## config.mk

```make
export PLATFORM = sky130hd
export DESIGN_NAME = load_store_unit
export DESIGN_NICKNAME = d
export VERILOG_FILES = /design/src/rtl/load_store_unit.sv
export SDC_FILE = /design/constraint.sdc
export NUM_CORES = 1
export LEC_CHECK = 0
export ABC_CLOCK_PERIOD_IN_PS = 2860
export CORE_ASPECT_RATIO = 0.9
export CORE_UTILIZATION = 30
export DETAILED_ROUTE_END_ITERATION = 12
export DONT_BUFFER_PORTS = 1
export PLACE_DENSITY = 0.51
export SETUP_SLACK_MARGIN = 0.1
export SYNTH_ARGS = -nofsm -noshare
export SYNTH_HDL_FRONTEND = slang
export SYNTH_SLANG_ARGS = --single-unit
```

## constraint.sdc

```tcl
create_clock -name i_clk -period 2.86 [get_ports i_clk]
set_input_delay 0.286 -clock i_clk [delete_from_list [all_inputs] [get_ports i_clk]]
set_output_delay 0.286 -clock i_clk [all_outputs]
set_load 0.01 [all_outputs]
```

## src/rtl/load_store_unit.sv

```systemverilog
// ---------------------------------------------------------------------------
// load_store_unit
//
// Memory-access stage between execute and a word-organised, big-endian data
// memory. Accepts one load/store at a time and turns it into word accesses:
// byte/halfword stores become read-modify-write, byte/halfword loads are
// extracted and sign- or zero-extended. Misaligned or reserved-size requests
// are rejected without touching memory. Each request ends with a one-cycle
// response pulse.
//
// Ports
//   i_clk, i_rst_n        clock, synchronous active-low reset
//   i_req_valid           request present (sampled only while idle)
//   o_req_ready           high only while idle and out of reset
//   i_req_write           1 = store, 0 = load
//   i_req_size            00 byte, 01 half, 10 word, 11 reserved
//   i_req_unsigned        loads: 1 = zero-extend, 0 = sign-extend
//   i_req_addr            byte address
//   i_req_wdata           store data, right-justified for byte/half
//   o_resp_valid          one-cycle completion pulse
//   o_resp_rdata          load result, 0 for stores and rejected requests
//   o_resp_misaligned     request was rejected (valid with o_resp_valid)
//   o_dmem_address        word-aligned memory address, parked at all-ones
//   o_dmem_data_in        memory write data
//   o_dmem_mem_write      memory write strobe (memory commits on negedge)
//   o_dmem_mem_read       memory read enable
//   i_dmem_data_out       memory read data, byte offset 0 = bits 31:24
// ---------------------------------------------------------------------------
module load_store_unit (
    input  logic        i_clk,
    input  logic        i_rst_n,
    input  logic        i_req_valid,
    output logic        o_req_ready,
    input  logic        i_req_write,
    input  logic [1:0]  i_req_size,
    input  logic        i_req_unsigned,
    input  logic [31:0] i_req_addr,
    input  logic [31:0] i_req_wdata,
    output logic        o_resp_valid,
    output logic [31:0] o_resp_rdata,
    output logic        o_resp_misaligned,
    output logic [31:0] o_dmem_address,
    output logic [31:0] o_dmem_data_in,
    output logic        o_dmem_mem_write,
    output logic        o_dmem_mem_read,
    input  logic [31:0] i_dmem_data_out
);

    typedef enum logic [1:0] {
        S_IDLE = 2'd0,
        S_RD   = 2'd1,
        S_WR   = 2'd2,
        S_RESP = 2'd3
    } state_t;

    // The memory only refreshes its read data when the address changes, so
    // the bus idles at an address that no aligned access can ever use.
    localparam logic [31:0] PARK_ADDR = 32'hFFFF_FFFF;

    state_t      r_state;
    state_t      w_next;
    logic        w_misaligned;
    logic        w_accept;

    // Captured request
    logic        r_write;
    logic [1:0]  r_size;
    logic        r_unsigned;
    logic [31:0] r_addr;
    logic [31:0] r_wdata;

    // Registered outputs
    logic        r_resp_valid;
    logic [31:0] r_resp_rdata;
    logic        r_resp_misaligned;
    logic [31:0] r_dmem_address;
    logic [31:0] r_dmem_data_in;
    logic        r_dmem_mem_write;
    logic        r_dmem_mem_read;

    // Pull a byte or halfword out of a big-endian word and extend it.
    function automatic logic [31:0] f_extract(input logic [31:0] word,
                                              input logic [1:0]  off,
                                              input logic [1:0]  size,
                                              input logic        uns);
        logic [7:0]  v_b;
        logic [15:0] v_h;
        logic [31:0] v_res;
        case (off)
            2'd0:    v_b = word[31:24];
            2'd1:    v_b = word[23:16];
            2'd2:    v_b = word[15:8];
            default: v_b = word[7:0];
        endcase
        v_h = off[1] ? word[15:0] : word[31:16];
        case (size)
            2'b00:   v_res = uns ? {24'd0, v_b} : {{24{v_b[7]}}, v_b};
            2'b01:   v_res = uns ? {16'd0, v_h} : {{16{v_h[15]}}, v_h};
            default: v_res = word;
        endcase
        return v_res;
    endfunction

    // Replace the addressed byte/halfword lane of the old word with new data.
    function automatic logic [31:0] f_merge(input logic [31:0] word,
                                            input logic [1:0]  off,
                                            input logic [1:0]  size,
                                            input logic [31:0] wdata);
        logic [31:0] v_res;
        v_res = word;
        case (size)
            2'b00: begin
                case (off)
                    2'd0:    v_res[31:24] = wdata[7:0];
                    2'd1:    v_res[23:16] = wdata[7:0];
                    2'd2:    v_res[15:8]  = wdata[7:0];
                    default: v_res[7:0]   = wdata[7:0];
                endcase
            end
            2'b01: begin
                if (off[1]) v_res[15:0]  = wdata[15:0];
                else        v_res[31:16] = wdata[15:0];
            end
            default: v_res = wdata;
        endcase
        return v_res;
    endfunction

    assign w_accept     = (r_state == S_IDLE) && i_req_valid;
    assign w_misaligned = (i_req_size == 2'b11) ||
                          ((i_req_size == 2'b01) && i_req_addr[0]) ||
                          ((i_req_size == 2'b10) && (i_req_addr[1:0] != 2'b00));

    always_comb begin
        w_next = r_state;
        case (r_state)
            S_IDLE: begin
                if (i_req_valid) begin
                    if (w_misaligned)                w_next = S_RESP;
                    else if (!i_req_write)           w_next = S_RD;
                    else if (i_req_size == 2'b10)    w_next = S_WR;
                    else                             w_next = S_RD;
                end
            end
            S_RD:    w_next = r_write ? S_WR : S_RESP;
            S_WR:    w_next = S_RESP;
            S_RESP:  w_next = S_IDLE;
            default: w_next = S_IDLE;
        endcase
    end

    // Request capture: data only, no reset needed.
    always_ff @(posedge i_clk) begin
        if (w_accept) begin
            r_write    <= i_req_write;
            r_size     <= i_req_size;
            r_unsigned <= i_req_unsigned;
            r_addr     <= i_req_addr;
            r_wdata    <= i_req_wdata;
        end
    end

    // State and outputs. Outputs are set on the edge that enters the state
    // they belong to, so they line up with the state they describe.
    always_ff @(posedge i_clk) begin
        if (!i_rst_n) begin
            r_state           <= S_IDLE;
            r_resp_valid      <= 1'b0;
            r_resp_rdata      <= 32'd0;
            r_resp_misaligned <= 1'b0;
            r_dmem_address    <= PARK_ADDR;
            r_dmem_data_in    <= 32'd0;
            r_dmem_mem_write  <= 1'b0;
            r_dmem_mem_read   <= 1'b0;
        end else begin
            r_state           <= w_next;
            r_resp_valid      <= 1'b0;
            r_resp_rdata      <= 32'd0;
            r_resp_misaligned <= 1'b0;
            r_dmem_address    <= PARK_ADDR;
            r_dmem_data_in    <= 32'd0;
            r_dmem_mem_write  <= 1'b0;
            r_dmem_mem_read   <= 1'b0;
            case (r_state)
                S_IDLE: begin
                    if (i_req_valid) begin
                        case (w_next)
                            S_RESP: begin
                                r_resp_valid      <= 1'b1;
                                r_resp_misaligned <= 1'b1;
                            end
                            S_RD: begin
                                r_dmem_mem_read <= 1'b1;
                                r_dmem_address  <= {i_req_addr[31:2], 2'b00};
                            end
                            S_WR: begin
                                r_dmem_mem_write <= 1'b1;
                                r_dmem_address   <= {i_req_addr[31:2], 2'b00};
                                r_dmem_data_in   <= i_req_wdata;
                            end
                            default: ;
                        endcase
                    end
                end
                S_RD: begin
                    // Read data is consumed directly at the end of the RD cycle.
                    if (r_write) begin
                        r_dmem_mem_write <= 1'b1;
                        r_dmem_address   <= {r_addr[31:2], 2'b00};
                        r_dmem_data_in   <= f_merge(i_dmem_data_out, r_addr[1:0],
                                                    r_size, r_wdata);
                    end else begin
                        r_resp_valid <= 1'b1;
                        r_resp_rdata <= f_extract(i_dmem_data_out, r_addr[1:0],
                                                  r_size, r_unsigned);
                    end
                end
                S_WR: begin
                    r_resp_valid <= 1'b1;
                end
                default: ;
            endcase
        end
    end

    assign o_req_ready       = i_rst_n && (r_state == S_IDLE);
    assign o_resp_valid      = r_resp_valid;
    assign o_resp_rdata      = r_resp_rdata;
    assign o_resp_misaligned = r_resp_misaligned;
    assign o_dmem_address    = r_dmem_address;
    assign o_dmem_data_in    = r_dmem_data_in;
    assign o_dmem_mem_write  = r_dmem_mem_write;
    assign o_dmem_mem_read   = r_dmem_mem_read;

endmodule

```

* After elaboration in Yosys (flattened, before gate mapping)
Index checks and enable logic that the tools add are counted.
** Operators by class
- Reductions and logical operators :: 15
- Mux-type cells :: 35
- Bitwise operators :: 2
- Equality and inequality tests :: 12
** Operator list (count)
- 32-bit 2-to-1 mux :: 8
- 32-bit one-hot mux with 2 select lines :: 4
- 16-bit 2-to-1 mux :: 3
- 8-bit 2-to-1 mux :: 4
- 8-bit one-hot mux with 3 select lines :: 1
- 2-bit equality test, second input constant :: 7
- 2-bit by 1-bit equality test with 1-bit output, second input constant :: 5
- 1-bit 2-to-1 mux :: 8
- 2-bit 2-to-1 mux :: 4
- 2-bit one-hot mux with 4 select lines :: 1
- 2-bit logical NOT :: 3
- 3-bit OR reduction :: 2
- 1-bit logical AND :: 4
- 1-bit one-hot mux with 3 select lines :: 1
- 3-bit AND reduction :: 1
- 1-bit logical OR :: 2
- 1-bit inverter :: 2
- 1-bit one-hot mux with 2 select lines :: 1
- 2-bit AND reduction :: 1
- 2-bit nonzero test :: 1
- 2-bit OR reduction :: 1
** Storage, ports and cells
- Input bits :: 103
- Logic and storage cells :: 77
- Output and inout port bits :: 101
- Bits in registers :: 170

* Longest topological paths before layout
Gate-level depths: netlist of run 1.
- Depth in word-level cells :: 12
- Depth in mapped cells :: 13
- Mapped depth without buffers :: 10

* Worst setup path after synthesis of run 1
OpenSTA, ideal clock, no wires.
- Path type :: register -> register
- Start :: register r_state[0]
- End :: register r_addr[0] (enable)
- Clock period less this slack :: 2934 ps
- Setup time :: 435 ps
- Path buffers :: 1
- Cell stages (with the launch flop) :: 5
- Path slack :: -74 ps
- Data required time :: 2425 ps
- Arrival :: 2499 ps
- Cell sequence :: dfxtp_1 inv_1 ha_1 clkbuf_1 and2_1
** On the way
- Word-level cells in the longest chain between the ends :: 2
** RTL lines
- start: declaration :: RTL line 60 : state_t r_state;
- start signal: assignment :: RTL line 176 : r_state <= w_next;
- 2-bit logical NOT :: RTL line 129 : assign w_accept = (r_state == S_IDLE) && i_req_valid;
- 1-bit logical AND :: RTL line 129
- net w_accept :: RTL line 63 : logic w_accept;
- end signal: assignment :: RTL line 158 : r_addr <= i_req_addr;
- end: declaration :: RTL line 69 : logic [31:0] r_addr;
The timed path passes the listed nets, and every way through them passes these cells.
A chain may end at the register's enable or synchronous reset.

* Final worst setup path of run 1
- Start :: register r_state[0]
- End :: register r_dmem_address[3], in the netlist o_dmem_address[3]
** On the way
- Word-level cells in the longest chain between the ends :: 7
- Elaborated cells on any way between the ends :: 12
- Classes of those cells :: eq/ne (5); mux (5); reduce/logical (2)
** RTL lines
- 2-bit equality test, or another cell as far along :: RTL line 136 : case (r_state)
- 2-bit one-hot mux with 4 select lines (*) :: RTL line 136
- net w_next[1] :: RTL line 61 : state_t w_next;
- 2-bit by 1-bit equality test with 1-bit output / 2-bit equality test (equally long branches) :: RTL line 187 : case (w_next)
- 2-bit OR reduction (no source line) (*)
- 32-bit 2-to-1 mux (*) :: RTL line 187
- 32-bit 2-to-1 mux (*) :: RTL line 186 : if (i_req_valid) begin
- 32-bit one-hot mux with 2 select lines (*) :: RTL line 184 : case (r_state)
- end signal: assignment :: RTL line 194 : r_dmem_address <= {i_req_addr[31:2], 2'b00};
- end signal: assignment :: RTL line 198 : r_dmem_address <= {i_req_addr[31:2], 2'b00};
- end signal: assignment :: RTL line 209 : r_dmem_address <= {r_addr[31:2], 2'b00};
- end: declaration :: RTL line 76 : logic [31:0] r_dmem_address;
The timed path passes the listed nets; every way through them passes the cells marked *.

==> results.md, run 1 <==
- Status: completed
- Pre-CTS setup slack: 0.282 ns
- Synth Area in Compound Gates: 19.8%
- Hold depth: 2
- Number of synthesized flops with an enable pin: 68
- Rel. slew slack: 52.2%
- Nets: 774
- Mapped cell area: 6890 um2
- WHS Endpoint: o_resp_rdata[5]
- Critical R2R Launch: r_state[0]
- CTS clk-pin slew, worst paths: 0.07 ns
- Critical path startpoint category: register
- Syn Nets: 701
- Root buffer cell: clkbuf_16
- WL met1: 8890 um
- Detailed Routing Iterations Pass 1: 5
- Via Count: 5186
- Site Rows: 52
- VDD IR-drop max: 0.420 mV
- Synth area leader: edfxtp_1
- Worst hold path class: input pin to register
- Placed Instance Area: 7220 um2
- Worst reg2reg setup slack: 0.32 ns
- Syn-to-layout area delta: 26.2%
- Worst-Skew Late Latency: 0.43 ns
- Endpoints failing setup: 0
- WL final: 21300 um
- Count of final hold-check violations: 0
- Setup_tns: 0 ns
- Worst setup margin: 0.319 ns
- Vias in the first global route: 5535
- Ports: 204
- Final worst-path cycle share: 88.8%
- Hold Crit Start: i_dmem_data_out[5]
- WL/cell: 21.9 um
- Total CTS buffers: 17
- Final core utilization: 38.6%
- Yosys reg bits: 169
- Synth warnings: 0
- Clock buffer depth: 2
- FMAX: 0.394 GHz
- # clock sinks: 169
- Worst clock skew: 0.0150 ns
- Synth Instances: 591
- Drt initial violations: 372
- Top cell type's share of synthesized area: 29.6%
- GPL Wtd Cong: 0.840
- RSZ-0062 raised after global routing: no
- H-tree levels: 4
- Fillers: 2218
- Largest net degree at the start of global routing: 43
- Tmin final: 2.54 ns
- CTS tree: yes
- Die ar.: 23600 um2
- ANT nets after route: 0
- Std-Cell Core Area: 22500 um2
- R2R Path End: o_dmem_address[3]
- Post-synthesis mux area share: 7.61%
- Routed wl met3: 1930 um
- Post-Synth Simple-Gate Area: 8.46%
- Routed vias/inst: 5.32
- Arr. time, crit path: 2.85 ns
- Largest family of logic cells by synthesized area: compound AO/OA/AOI/OAI gates
- Main area contributors after synthesis: edfxtp_1 (30%), dfxtp_1 (29%), mux2i_1 (5.8%), a221o_1 (4.5%), nand2_1 (3.3%)
- Final Cell Area: 8690 um2
- Detailed-route DRC error count: 0
- Final Slew Violations: 0
- Max-cap violations: 0
- P_leak: 3.27 nW
- Dpl hpwl: 14800 um
- Initial Util: 30.6%
- Post-synthesis adder-cell area fraction: 1.27%
- Total gr overflow: 0
- First-pass GRT wire length: 32400 um
- Hold WS: 0.0405 ns
- I/O Buffers: 0
- DR WL met2: 9930 um
- Mapped Avg Cell Area: 11.7 um2
- Die width: 162 um
- FFs w/ async S/R, synth: 0%
- Post-synthesis xor/xnor area fraction: 0%
- Sequential share of the synthesized area: 59.0%
- Crit Path Category: register to register
- Synth unique cells: 43
- Main synth FF type: dfxtp_1
- Critical path peak fanout: 22
- # diodes: 0
- Initial antenna violation count: 0
- Share of cells above drive strength 1: 12.1%
- Power density cells: 786 nW/um2
- Slew @ Worst Pin: 0.718 ns
- Critical path required time: 3.17 ns
- R2R cell count: 9
- GRT Total Usage: 18.2%
- CP Capture Type: register
- Top routing layer in use: met4
- Die H: 146 um
[cells by family after synthesis]
family                     Yosys count
buffers and inverters               61
DFF                                169
AOI/OAI and AO/OA                  184
adders and majority gates            7
muxes                               50
and+or+nand+nor                    120
[layout by cell type (no fill, tap or decap), types with 6 or more instances in the layout]
master	Yosys	layout
a21oi_1	36	36
buf_4	1	18
mux2_2	9	9
edfxtp_1	68	68
or3b_2	8	8
mux2i_1	40	40
dfxtp_1	101	101
nand2b_1	6	6
clkbuf_16	0	19
o221a_2	8	8
a221o_1	31	31
a32oi_1	8	8
o211a_1	7	7
a22oi_1	24	24
ha_1	7	7
nor3_1	16	16
a222oi_1	6	6
inv_1	7	7
a22o_1	14	14
dlygate4sd3_1	0	87
nand2_1	60	60
nor2_1	11	11
o21ai_0	37	37
o21ai_1	7	6
[synth_stat cells, types with 2 or more instances]
library cell    n
nand2b_1        6
a221o_1        31
inv_1           7
buf_2          16
o21ai_1         7
a21oi_1        36
nand3_1         3
nand2_1        60
or3b_2          8
edfxtp_1       68
o211a_1         7
a222oi_1        6
buf_6           2
nor3_1         16
o21ai_0        37
a22o_1         14
mux2i_1        40
and3_1          3
buf_1           4
mux2_2          9
nor2_1         11
dfxtp_1       101
a22oi_1        24
clkbuf_1       31
a32oi_1         8
and2_1          6
ha_1            7
o221a_2         8
[final cells by class]
class / instances / area, um2 / share of cell area (%)
sequential: 169 / 4060 / 46.7
multi-input combinational: 361 / 2560 / 29.5
tap: 297 / 372 / 4.27
clock buffer: 20 / 479 / 5.51
timing repair buffer: 108 / 1070 / 12.3
inverter: 7 / 26.3 / 0.302
clock inverter: 12 / 123 / 1.41
[layer usage]
metal,up-vias,GRT usage (%)
li1,2391,-
met1,2535,22.1
met2,224,29.1
met3,36,6.44
met4,0,7.97
met5,-,0
[repair_timing]
item | in CTS | in global routing
hold buffers | 86 | 1
buffers inserted | 0 | 0
hold endpoints to repair | 134 | 1
gates resized for setup | 0 | 0
[how the worst max path moves through the flow]
stage | startpoint | end | cells after the start
CTS | r_state[0] | o_dmem_address[18] | 9
detailed placement | i_req_size[0] | o_dmem_address[3] | 8
global placement | i_req_size[0] | o_dmem_address[10] | 9
global route | r_state[1] | o_dmem_address[3] | 10
finish | r_state[0] | o_dmem_address[3] | 9
floorplan | r_state[0] | o_dmem_address[10] | 11
[power breakdown]
| part | internal (mW) | switching (mW) |
|---|---|---|
| clock network | 1.33 | 1.02 |
| logic | 0.566 | 0.755 |
| registers | 2.87 | 0.288 |
[state kept, by name, indices dropped and copies added (netlist names)]
signal             flops
r_wdata               32
o_dmem_address        31
o_dmem_mem_read        1
o_dmem_data_in        32
o_resp_rdata          32
r_size                 2
o_dmem_mem_write       1
r_addr                32
r_unsigned             1
r_state                2
o_resp_valid           1
o_resp_misaligned      1
r_write                1
[critical path, cell delays in order, from the launching register on]
cell and delay (ns):
dfxtp_1 0.34, inv_1 0.09, ha_1 0.26, o21ai_0 0.15, o22ai_1 0.31, ha_1 0.30, nand2b_1 0.14, a221o_1 0.31
buf_4 0.23, a221o_1 0.30
[through the flow]
step	std cells	power [mW]
floorplan	591	4.03
global placement	855	4.39
detailed placement	855	4.42
CTS	973	6.90
global route	974	7.15
finish	974	6.83
No activity file was read; power rests on OpenSTA's default activity.
==> run 2, diff against run 1 <==
--- a/config.mk
+++ b/config.mk
@@ -6,7 +6,7 @@
 export NUM_CORES = 1
 export LEC_CHECK = 0
 export ABC_CLOCK_PERIOD_IN_PS = 2860
-export CORE_ASPECT_RATIO = 0.9
+export CORE_ASPECT_RATIO = 1.2
 export CORE_UTILIZATION = 30
 export DETAILED_ROUTE_END_ITERATION = 12
 export DONT_BUFFER_PORTS = 1
==> results.md, run 2 (same netlist as run 1, synthesis figures left out) <==
- CTS clk-pin slew, worst paths: 0.07 ns (about the same)
- Worst hold path class: input pin to register
- Final Slew Violations: 0 (unchanged)
- Share of cells above drive strength 1: 12.4% (+0.31 points)
- Ports: 204 (unchanged)
- Std-Cell Core Area: 22400 um2 (-0.29%)
- WL/cell: 22.4 um (+2.2%)
- I/O Buffers: 0 (unchanged)
- ANT nets after route: 0 (unchanged)
- P_leak: 3.26 nW (-0.59%)
- Root buffer cell: clkbuf_16
- Count of final hold-check violations: 0 (unchanged)
- WL final: 21400 um (+0.19%)
- Syn-to-layout area delta: 25.4%
- Commonest non-fill, non-tap cell in the layout: dfxtp_1
- Final worst-path cycle share: 89.1% (+0.20 points)
- Critical path startpoint category: register
- Tmin final: 2.55 ns (+0.00574 ns)
- Clock buffer depth: 2 (unchanged)
- H-tree levels: 4 (unchanged)
- Critical path required time: 3.17 ns (about the same)
- Fillers: 2160 (-2.6%)
- GPL Wtd Cong: 0.866 (+3.2%)
- Initial antenna violation count: 0 (unchanged)
- # diodes: 0 (unchanged)
- Detailed-route DRC error count: 0 (unchanged)
- Site Rows: 60 (+15%)
- Placed insts: 838 (-2.0%)
- Setup_tns: 0 ns (unchanged)
- Endpoints failing setup: 0 (unchanged)
- # clock sinks: 169 (unchanged)
- Vias in the first global route: 5423 (-2.0%)
- Status: completed
- Die H: 168 um (+15%)
- Initial Util: 30.7% (+0.089 points)
- Power density cells: 793 nW/um2 (+0.99%)
- CP Capture Type: register
- Commonest cells after routing, fill and taps aside: dfxtp_1 (101), dlygate4sd3_1 (85), edfxtp_1 (68)
- VDD IR-drop max: 0.383 mV (-8.8%)
- CTS tree: yes
- Slew @ Worst Pin: 0.712 ns (-0.00533 ns)
- Max-cap violations: 0 (unchanged)
- Critical path peak fanout: 31 (+41%)
- Worst-Skew Late Latency: 0.43 ns (about the same)
- RSZ-0062 raised after global routing: no
- First-pass GRT wire length: 32200 um (-0.51%)
- Die width: 140 um (-13%)
- Total CTS buffers: 17 (unchanged)
- Rel. slew slack: 52.5% (+0.36 points)
- Dpl hpwl: 14500 um (-2.0%)
- Nets: 773 (-0.13%)
- Worst clock skew: 0.0118 ns (-0.00322 ns)
- FMAX: 0.393 GHz (-0.23%)
- Drt initial violations: 251 (-33%)
- Via Count: 5270 (+1.6%)
- Total gr overflow: 0 (unchanged)
- Non-Filler Instances: 955 (-2.0%)
- GRT Total Usage: 18.2% (-0.019 points)
- Routed vias/inst: 5.52 (+3.6%)
- Largest net degree at the start of global routing: 44 (+2.3%)
- Arr. time, crit path: 2.85 ns (about the same)
- Detailed Routing Iterations Pass 1: 5 (unchanged)
- Crit Path Category: register to register
- Die ar.: 23600 um2 (about the same)
==> run 2: cell count changes in the layout (fill, tap and decap cells not counted), sizes merged <==
cell         before  now
clkbuf           20   18
dlygate4sd3      87   85
clkinv            4    5
clkinvlp          0    2
bufinv            1    2
inv              14   12
buf              21   22
==> run 2: final cells by class <==
| class | instances | area [um2] | share of cell area, % |
|---|---|---|---|
| Sequential cell | 169 | 4060 | 47.0 |
| Multi-Input combinational cell | 361 | 2570 | 29.7 |
| Timing Repair Buffer | 107 | 1040 | 12.0 |
| Clock buffer | 18 | 429 | 4.97 |
| Tap cell | 279 | 349 | 4.04 |
| Clock inverter | 14 | 163 | 1.88 |
| Inverter | 7 | 26.3 | 0.304 |
==> run 2: per-layer routing <==
metal | part of all wire (%) | vias up | GRT usage [%]
li1 | - | 2389 | -
met1 | 40 | 2589 | 21.2
met2 | 49 | 268 | 31.3
met3 | 9.1 | 24 | 5.57
met4 | 1.9 | 0 | 6.78
met5 | 0 | - | 0
==> run 2: critical path: stages (launching register included) <==
cell	delay, ns
dfxtp_1	0.38
inv_1	0.10
ha_2	0.32
inv_1	0.03
o22ai_1	0.30
ha_1	0.31
nand2b_1	0.15
a221o_1	0.28
buf_4	0.24
a221o_1	0.31
==> run 2: timing repair <==
| action | 4_1_cts | 5_1_grt |
|---|---|---|
| setup endpoints to repair | 0 | 30 |
| endpoints found under the hold margin | 133 | 0 |
| resized for setup | 0 | 1 |
| hold buffers | 85 | 0 |
| setup buffers | 0 | 0 |
==> run 2: power breakdown <==
group          leakage (nW)  internal (mW)  switching [mW]
Clock                 0.287           1.31            1.05
Combinational          1.50          0.564           0.780
Sequential             1.47           2.87           0.281
Total                  3.26           4.75            2.11
==> run 2: worst paths after layout <==
kind	from	endpoint	slack, ns	cells past startpoint
max	r_state[1]	o_dmem_address[22]	0.31	9
min reg2reg	r_addr[5]	o_dmem_address[5]	0.48	1
min	i_dmem_data_out[6]	o_resp_rdata[6]	0.03	2
max reg2reg	r_state[1]	o_dmem_address[22]	0.31	9
==> run 2: stage by stage <==
step / worst slack, ns / power [mW] / cell area [um2] / utilization [%] / hold WS, ns
floorplan: 0.392 / 4.03 / 6890 / - / 0.385
global placement: 0.343 / 4.40 / 7190 / 32.1 / 0.385
detailed placement: 0.232 / 4.44 / 7190 / 32.1 / 0.385
CTS: 0.249 / 6.90 / 8640 / 38.5 / 0.00000450
global route: 0.161 / 7.15 / 8640 / 38.5 / 0.0248
finish: 0.313 / 6.85 / 8640 / 38.5 / 0.0283
==> run 3, diff against run 2 <==
--- a/config.mk
+++ b/config.mk
@@ -6,11 +6,12 @@
 export NUM_CORES = 1
 export LEC_CHECK = 0
 export ABC_CLOCK_PERIOD_IN_PS = 2860
+export BUFFER_PORTS_ARGS = -buffer_cell sky130_fd_sc_hd__buf_4
 export CORE_ASPECT_RATIO = 1.2
 export CORE_UTILIZATION = 30
+export CTS_BUF_LIST = sky130_fd_sc_hd__clkbuf_16
 export DETAILED_ROUTE_END_ITERATION = 12
-export DONT_BUFFER_PORTS = 1
-export PLACE_DENSITY = 0.51
+export PLACE_DENSITY = 0.59
 export SETUP_SLACK_MARGIN = 0.1
 export SYNTH_ARGS = -nofsm -noshare
 export SYNTH_HDL_FRONTEND = slang
==> results.md, run 3 (same netlist as run 1, synthesis figures left out) <==
- Status: completed
- Post-cts sizing count: 0 (unchanged)
- Critical path peak fanout: 31 (unchanged)
- Worst clock skew: 0.0107 ns (-0.00117 ns)
- Ports: 204 (unchanged)
- VDD IR-drop max: 0.452 mV (+18%)
- Final worst-path cycle share: 86.5% (-2.5 points)
- WL/cell: 19.2 um (-14%)
- Via Count: 5450 (+3.4%)
- FMAX: 0.404 GHz (+2.9%)
- First-pass GRT wire length: 31200 um (-3.2%)
- H-tree levels: 4 (unchanged)
- Setup_tns: 0 ns (unchanged)
- GRT Total Usage: 17.6% (-0.62 points)
- CTS tree: yes
- WL final: 20600 um (-3.6%)
- Commonest cells after routing, fill and taps aside: buf_4 (222), dfxtp_1 (101), edfxtp_1 (68)
- Commonest non-fill, non-tap cell in the layout: buf_4
- Final core utilization: 41.3% (+2.8 points)
- Routed vias/inst: 5.08 (-8.0%)
- Die width: 140 um (unchanged)
- Initial Util: 30.7% (unchanged)
- Slowest CP cell: dfxtp_1
- Count of final hold-check violations: 0 (unchanged)
- Drt initial violations: 366 (+46%)
- Worst hold path class: input pin to register
- Worst-Skew Late Latency: 0.43 ns (about the same)
- Vias in the first global route: 5444 (+0.39%)
- GPL Wtd Cong: 0.802 (-7.4%)
- # clock sinks: 169 (unchanged)
- Worst setup margin: 0.386 ns (+0.0724 ns)
- Final Slew Violations: 0 (unchanged)
- Share of cells above drive strength 1: 35.4% (+23 points)
- Detailed Routing Iterations Pass 1: 5 (unchanged)
- Std-Cell Core Area: 22400 um2 (unchanged)
- Largest net degree at the start of global routing: 43 (-2.3%)
- Site Rows: 60 (unchanged)
- Critical path required time: 3.16 ns (about the same)
- Critical-path cell list: inv_1 -> ha_1 -> o21ai_1 -> inv_1 -> ha_1 -> nand2b_1 -> a221o_1 -> buf_4 -> a221o_1
- CP delay by family, top: compound AO/OA/AOI/OAI gates
- Syn-to-layout area delta: 34.4%
- Slew @ Worst Pin: 0.668 ns (-0.0440 ns)
- Dpl hpwl: 14900 um (+2.7%)
- Total CTS buffers: 17 (unchanged)
- Max-cap violations: 0 (unchanged)
- CP Buf/Inv Count: 3 (unchanged)
- Clock buffer depth: 2 (unchanged)
- Rel. slew slack: 55.5% (+2.9 points)
- RSZ-0062 raised after global routing: no
- CTS clk-pin slew, worst paths: 0.07 ns (about the same)
- Root buffer cell: clkbuf_16
- ANT nets after route: 0 (unchanged)
- Die H: 168 um (unchanged)
- Pre-CTS setup slack: 0.144 ns (-0.0882 ns)
- Arr. time, crit path: 2.78 ns (-0.07 ns)
- CP peak stage delay: 0.38 ns (about the same)
- Endpoints failing setup: 0 (unchanged)
- P_leak: 3.89 nW (+20%)
- Detailed-route DRC error count: 0 (unchanged)
- CP Capture Type: register
- Initial antenna violation count: 0 (unchanged)
- Nets: 890 (+15%)
- Hold Buf Count CTS: 0 (-100%)
- Critical path startpoint category: register
- Setup bufs post-CTS: 0 (unchanged)
- Crit Path Category: register to register
- Die ar.: 23600 um2 (unchanged)
- Total gr overflow: 0 (unchanged)
- Tmin final: 2.47 ns (-0.0724 ns)
- I/O Buffers: 203 (+203)
- Power density cells: 747 nW/um2 (-5.8%)
-- run 3: metrics by stage --
step                power [mW]  hold slack (ns)  cells  instance area, um2
detailed placement        4.80            0.462   1040                8710
global route              7.26           0.0221   1072                9260
global placement          4.79            0.458   1040                8710
floorplan                 4.03            0.385    591                6890
finish                    6.92           0.0411   1073                9260
CTS                       7.00           0.0218   1072                9260
-- run 3: layout make-up --
cell class                      count  area [um2]
Fill cell                        2193       13200
Sequential cell                   169        4060
Multi-Input combinational cell    361        2560
Timing Repair Buffer              224        1710
Clock buffer                       19         475
Tap cell                          279         349
Clock inverter                     13        75.1
Inverter                            7        26.3
Antenna cell                        1        2.50
-- run 3: worst paths after layout --
| check | startpoint | to | slack, ns | cells past startpoint |
|---|---|---|---|---|
| setup / recovery | r_state[0] | o_dmem_address[28] | 0.39 | 9 |
| setup reg to reg | r_state[0] | o_dmem_address[28] | 0.39 | 9 |
| hold / removal | i_req_addr[3] | r_addr[3] | 0.04 | 1 |
| hold reg to reg | r_addr[10] | o_dmem_address[10] | 0.48 | 1 |
-- run 3: per-layer routing --
layer | up-vias | routed length, um | GRT usage (%)
li1 | 2620 | - | -
met2 | 223 | 9760 | 28.1
met1 | 2584 | 8690 | 21.8
met3 | 23 | 1740 | 5.94
met4 | 0 | 430 | 6.83
met5 | - | 0 | 0
-- run 3: where the power goes --
part	leakage [nW]	internal, mW	switching, mW	total (mW)
Clock	0.279	1.20	0.976	2.18
Combinational	2.14	0.770	0.951	1.72
Sequential	1.47	2.87	0.153	3.02
